$ cat src/rtl/clk_div_bank.sv
// Multi-channel programmable clock/tick divider: per-channel 50% divided clock and one-cycle tick.
// Optional feature macro CLK_DIV_SYNC_EN adds a Sync input that phase-aligns all channels.
module clk_div_bank #(
    parameter int unsigned      CHANNELS    = 2,
    parameter int unsigned      CNT_W       = 25,
    parameter logic [CNT_W-1:0] DEFAULT_DIV = CNT_W'(1000000),
    parameter int unsigned      CH_W        = (CHANNELS > 1) ? $clog2(CHANNELS) : 1
) (
    input  logic                Clk,
    input  logic                Reset,
    input  logic                En,
    input  logic                Load,
    input  logic [CH_W-1:0]     Load_ch,
    input  logic [CNT_W-1:0]    Load_div,
    output logic [CHANNELS-1:0] Clk_out,
    output logic [CHANNELS-1:0] Tick
`ifdef CLK_DIV_SYNC_EN
    ,
    input  logic                Sync
`endif
);

    logic [CHANNELS-1:0][CNT_W-1:0] r_cnt;
    logic [CHANNELS-1:0][CNT_W-1:0] r_div;
    logic [CHANNELS-1:0]            r_clk;
    logic [CHANNELS-1:0]            r_tick;
    logic [CHANNELS-1:0]            w_load_hit;
    logic [CHANNELS-1:0]            w_wrap;
    logic                           w_sync;

`ifdef CLK_DIV_SYNC_EN
    assign w_sync = Sync;
`else
    assign w_sync = 1'b0;
`endif

    // Out-of-range Load_ch matches no channel, so the write is dropped.
    always_comb begin
        w_load_hit = '0;
        w_wrap     = '0;
        for (int i = 0; i < int'(CHANNELS); i++) begin
            w_load_hit[i] = Load && (Load_ch == CH_W'(i));
            w_wrap[i]     = (r_cnt[i] == r_div[i]);
        end
    end

    // Per-channel priority: sync, load, enable, wrap, count.
    always_ff @(posedge Clk or posedge Reset) begin
        if (Reset) begin
            for (int i = 0; i < int'(CHANNELS); i++) begin
                r_cnt[i] <= '0;
                r_div[i] <= DEFAULT_DIV;
            end
            r_clk  <= '0;
            r_tick <= '0;
        end else begin
            for (int i = 0; i < int'(CHANNELS); i++) begin
                if (w_sync) begin
                    r_cnt[i]  <= '0;
                    r_clk[i]  <= 1'b0;
                    r_tick[i] <= 1'b0;
                end else if (w_load_hit[i]) begin
                    r_div[i]  <= Load_div;
                    r_cnt[i]  <= '0;
                    r_tick[i] <= 1'b0;
                end else if (!En) begin
                    r_tick[i] <= 1'b0;
                end else if (w_wrap[i]) begin
                    r_cnt[i]  <= '0;
                    r_clk[i]  <= ~r_clk[i];
                    r_tick[i] <= 1'b1;
                end else begin
                    r_cnt[i]  <= r_cnt[i] + CNT_W'(1);
                    r_tick[i] <= 1'b0;
                end
            end
        end
    end

    assign Clk_out = r_clk;
    assign Tick    = r_tick;

endmodule

$ cat config.mk
export PLATFORM = sky130hd
export DESIGN_NAME = clk_div_bank
export DESIGN_NICKNAME = d
export VERILOG_FILES = /design/src/rtl/clk_div_bank.sv
export SDC_FILE = /design/constraint.sdc
export NUM_CORES = 1
export LEC_CHECK = 0
export ABC_AREA = 0
export BUFFER_PORTS_ARGS = -buffer_cell sky130_fd_sc_hd__buf_2
export CAP_MARGIN = 20
export CELL_PAD_IN_SITES_DETAIL_PLACEMENT = 1
export CELL_PAD_IN_SITES_GLOBAL_PLACEMENT = 2
export CORE_ASPECT_RATIO = 2
export CORE_MARGIN = 2
export CORE_UTILIZATION = 40
export CTS_CLUSTER_DIAMETER = 80
export CTS_CLUSTER_SIZE = 25
export DETAILED_ROUTE_END_ITERATION = 10
export PLACE_DENSITY_LB_ADDON = 0.1
export SYNTH_ARGS = -nofsm -noshare
export SYNTH_HDL_FRONTEND = slang
export SYNTH_SLANG_ARGS = --single-unit
$ cat constraint.sdc
create_clock -name Clk -period 3.4 [get_ports Clk]
set_input_delay 0.34 -clock Clk [delete_from_list [all_inputs] [get_ports Clk]]
set_output_delay 0.34 -clock Clk [all_outputs]
set_load 0.005 [all_outputs]
Word-level counts from Yosys, hierarchy flattened
Index checks and enable logic that the tools add are counted.

storage, ports and cells
  flip-flop bits (word level) = 104
  bits of input ports = 30
  logic and storage cells = 34

operators by class
  $add $sub $neg = 2
  equality and inequality tests = 2
  multiplexer cells = 12
  bitwise logic cells = 5
  reduce and logical (&&, ||, !) cells = 6

operators with widths
  cell                     count
  $mux W25                 6
  $add A25 B1 Y25 const B  2
  $eq A25 B25 Y1           2
  $mux W1                  6
  $reduce_and A3 Y1        2
  $not A1 Y1               5
  $reduce_bool A2 Y1       2
  $logic_and A1 B1 Y1      2

Logic depth before layout (Yosys ltp)
  depth in word-level cells = 4
  depth in mapped cells = 8
  mapped depth without buffers = 7

Worst setup path after synthesis
OpenSTA, ideal clock, no wires.

  path kind = reg-to-reg
  from = register r_cnt[0] (netlist bit)
  to = register r_cnt[22] (netlist bit)
  arrival = 1.810 ns
  data required time = 3.263 ns
  path slack = 1.453 ns
  stages on the path, launching flop included = 8
  buffers on the path = 0
  path through = dfrtp_1 -> ha_1 -> and3_4 -> nand3_2 -> or3_4 -> or3_4 -> nand3_1 -> o311ai_2

between the ends
  cells in the longest elaborated chain, start to end = 4

RTL lines
  element                                                   RTL line  text
  from (decl)                                               23        logic [CHANNELS-1:0][CNT_W-1:0] r_cnt;
  from (signal, indexed assignment)                         73        r_cnt[i] <= r_cnt[i] + CNT_W'(1);
  $add A25 B1 Y25 / $eq A25 B25 Y1 (equally long branches)  73, 43
  $mux W25 (*)                                              68        end else if (w_wrap[i]) begin
  $mux W25 (*)                                              66        end else if (!En) begin
  $mux W25 (*)                                              62        end else if (w_load_hit[i]) begin

Mark *: on every way between the ends. The rest lies on a longest branch, timed or not. The select of a mux whose other input is x is not followed.
A chain may end at the register's enable or synchronous reset.

Worst setup path after layout
  from = register r_cnt[27] (netlist bit)
  to = register r_cnt[44] (netlist bit)

Same word-level chain as after synthesis.

==> metrics.cfg <==
[routing]
dr.first_iter.drc_count = 191
viasPerCell = 5.527
via_count = 3830
ant_nets = 0
drt_wl_total_um = 13410
drcViolationCount = 0
wl_per_cell_um = 19.35
firstDrtPassIters = 4

[pwr]
p_int_mw = 2.081
p_sw_mw = 0.7037
p_seq_frac = 0.520
power.total_mw = 2.785
swShare = 0.2527
vdd_drop_max_v = 0.0002634
p_comb_frac = 0.129
p_per_area_nw_per_um2 = 467.1
leakagePower_nw = 2.346
p_clk_frac = 0.351

[layout]
nets = 565
final_cell_mix = dfrtp_1, nand2_1, xnor2_1
area_growth_pct = 10.76
drive_gt1_frac = 0.2472
antenna_cells = 0
layout_commonest_cell = dfrtp_1

[place]
gp_congestion = 0.7922
portBuffers = 33
post-dp-hpwl_um = 9616

[clocking]
clk_pin_slew_ps = 70
cts_resized = 0
ctsRootBufferMaster = clkbuf_16
clkLatencyLatePin_ps = 340
clock_path_buffers = 2
htree_levels = 3
cts_hold_buf = 0
cts_tree = built
cts.sinks = 104
numCtsBuffers = 9
post-cts-setup-buffer-count = 0

[worst_setup_path]
r2r-start = r_cnt[27]$_DFFE_PP0P_
required_ps = 3630
endpoint_kind = register
startpoint_type = register
path_class = register to register
ff2ff_path_depth = 6
cp_max_fo = 22
cp_data_arrival_time_ps = 2580
timing.rr.end = r_cnt[44]$_DFFE_PP0P_
rrSetupSlack_ps = 1050

[synth]
synth_xor_area_frac = 0.08949
ys_async_sr_fraction = 1.000
yosys.area_share.simple = 0.1822
synth.distinct_cells = 44
synth_edf_count = 0
synth-seq-area-share = 0.4868
synthAdderAreaFrac = 0.004649
yosys_warnings = 0
netlist_instances = 507
syn_area_um2 = 5383
synth-seq-cells = 104
synthMuxAreaShare = 0.1213
syn-num-nets = 539
synth_top_family_by_area = simple AND/OR/NAND/NOR gates
avgSynthCellArea_um2 = 10.62
synth_compound_area_frac = 0.08601
synth_ff_type = dfrtp_1

[status]
outcome = completed

[sta]
setup_viol = 0
max_slew.worst_pin.slew_ps = 846.8
relSlewSlack = 0.4355
drv_slew = 0
layout_min_cycle_time_ps = 2353
fmax_mhz = 425.0
final.setup.tns_ps = 0
rsz0062_at_grt = false
hold_viol = 0
worst_clock_skew_ps = 8.814
period_share = 0.6920
timing.hold.ws_ps = 159.5

[global_routing]
gr-total-overflow = 0
grt_max_degree = 70
track_usage = 0.1966
grt_antenna_before_repair = 0
grt_pass1_wl_um = 21900
first_global_vias = 4017

[die]
die_height_um = 168.1
core_um2 = 13290
dieArea_um2 = 14460
chipWidth_um = 86.03
initial_core_util = 0.4051
rows = 60
ios = 34

[flow_run]
drv_cap = 0

[hold_path]
hp-class = input pin to asynchronous set/reset pin

-- cell usage after synthesis (2+ instances only) --
library cell	n	area share
or2_1	2	0.0023
nand2_1	59	0.041
nand3_2	3	0.0056
dfstp_2	14	0.068
a21oi_1	19	0.018
nand3_1	47	0.044
o311ai_0	11	0.018
clkbuf_1	7	0.0049
nor2_1	9	0.0063
a22o_1	5	0.0081
buf_1	3	0.0021
xor2_1	3	0.0049
xnor2_1	52	0.085
and3_1	6	0.0070
o311ai_1	5	0.0081
dfrtp_1	90	0.42
buf_2	15	0.014
and2_1	2	0.0023
inv_1	11	0.0077
or3_4	3	0.0063
nand4_1	19	0.022
a21o_1	7	0.0098
nor4_4	2	0.0079
ha_1	2	0.0046
mux2i_1	9	0.017
and4_1	4	0.0065
nor3_1	7	0.0065
mux2_2	50	0.10
o21ai_0	15	0.014
a211oi_1	2	0.0028
o21ai_1	2	0.0019
or3_1	10	0.012
-- how the worst max path moves through the flow --
stage                        endpoint  slack [ps]  depth (start not counted)                   from
6_report        r_cnt[44]$_DFFE_PP0P_        1050                          6  r_cnt[27]$_DFFE_PP0P_
5_1_grt         r_cnt[38]$_DFFE_PP0P_         810                          5  r_cnt[27]$_DFFE_PP0P_
4_1_cts         r_cnt[38]$_DFFE_PP0P_        1020                          5  r_div[43]$_DFFE_PP1P_
3_5_place_dp    r_cnt[45]$_DFFE_PP0P_        1040                          5  r_cnt[27]$_DFFE_PP0P_
3_3_place_gp    r_cnt[44]$_DFFE_PP0P_        1090                          6  r_div[43]$_DFFE_PP1P_
2_1_floorplan  Clk_out[0]$_DFFE_PP0P_         350                          1                  Reset
-- stage by stage --
step	utilization	cells	cell area (um2)	setup WS (ps)
floorplan	-	507	5383	351.0
global placement	0.4282	677	5690	1091
detailed placement	0.4282	677	5690	1035
CTS	0.4487	693	5962	1019
global route	0.4487	693	5962	809.8
finish	0.4487	693	5962	1047
-- cells by family after synthesis --
| group | after synthesis |
|---|---|
| flops | 104 |
| fa+ha+maj | 2 |
| compound gates | 69 |
| buf+inv | 37 |
| simple gates | 181 |
| xor+xnor | 55 |
| mux | 59 |
-- per-layer routing --
| metal | wire (um) | part of all wire | global-route usage | vias up |
|---|---|---|---|---|
| met4 | 133 | 0.0099 | 0.04969 | 0 |
| met5 | 0 | 0 | 0 | - |
| li1 | - | - | - | 1858 |
| met3 | 346 | 0.026 | 0.03137 | 8 |
| met1 | 6254 | 0.47 | 0.2685 | 1917 |
| met2 | 6677 | 0.50 | 0.3236 | 47 |
-- power groups by stage --
stage                     logic [mW]  registers [mW]  clock network, mW
after global placement         0.358            1.47                  0
after global routing           0.398            1.46               1.06
after floorplan                0.268            1.44                  0
after CTS                      0.365            1.45               1.01
after detailed placement       0.362            1.47                  0
final                          0.359            1.45              0.978
-- critical path: stages, from the launching register on --
cell and delay (ps):
dfrtp_1 450, xnor2_1 240, nand4_1 130, nor4_1 460
a21o_1 670, or3_1 200, nand3_1 80
-- sequential cells by signal, summed over array words and instances, names as in the netlist --
register	cells
Tick	2
r_div	50
Clk_out	2
r_cnt	50
-- cell type report --
class / count / area [um2]
clock buffer: 16 / 271.5
timing repair buffer: 41 / 225.2
sequential: 104 / 2620
fill: 1497 / 7326
inverter: 11 / 43.79
tap: 155 / 193.9
multi-input combinational: 366 / 2608
(Power assumes the default switching activity.)
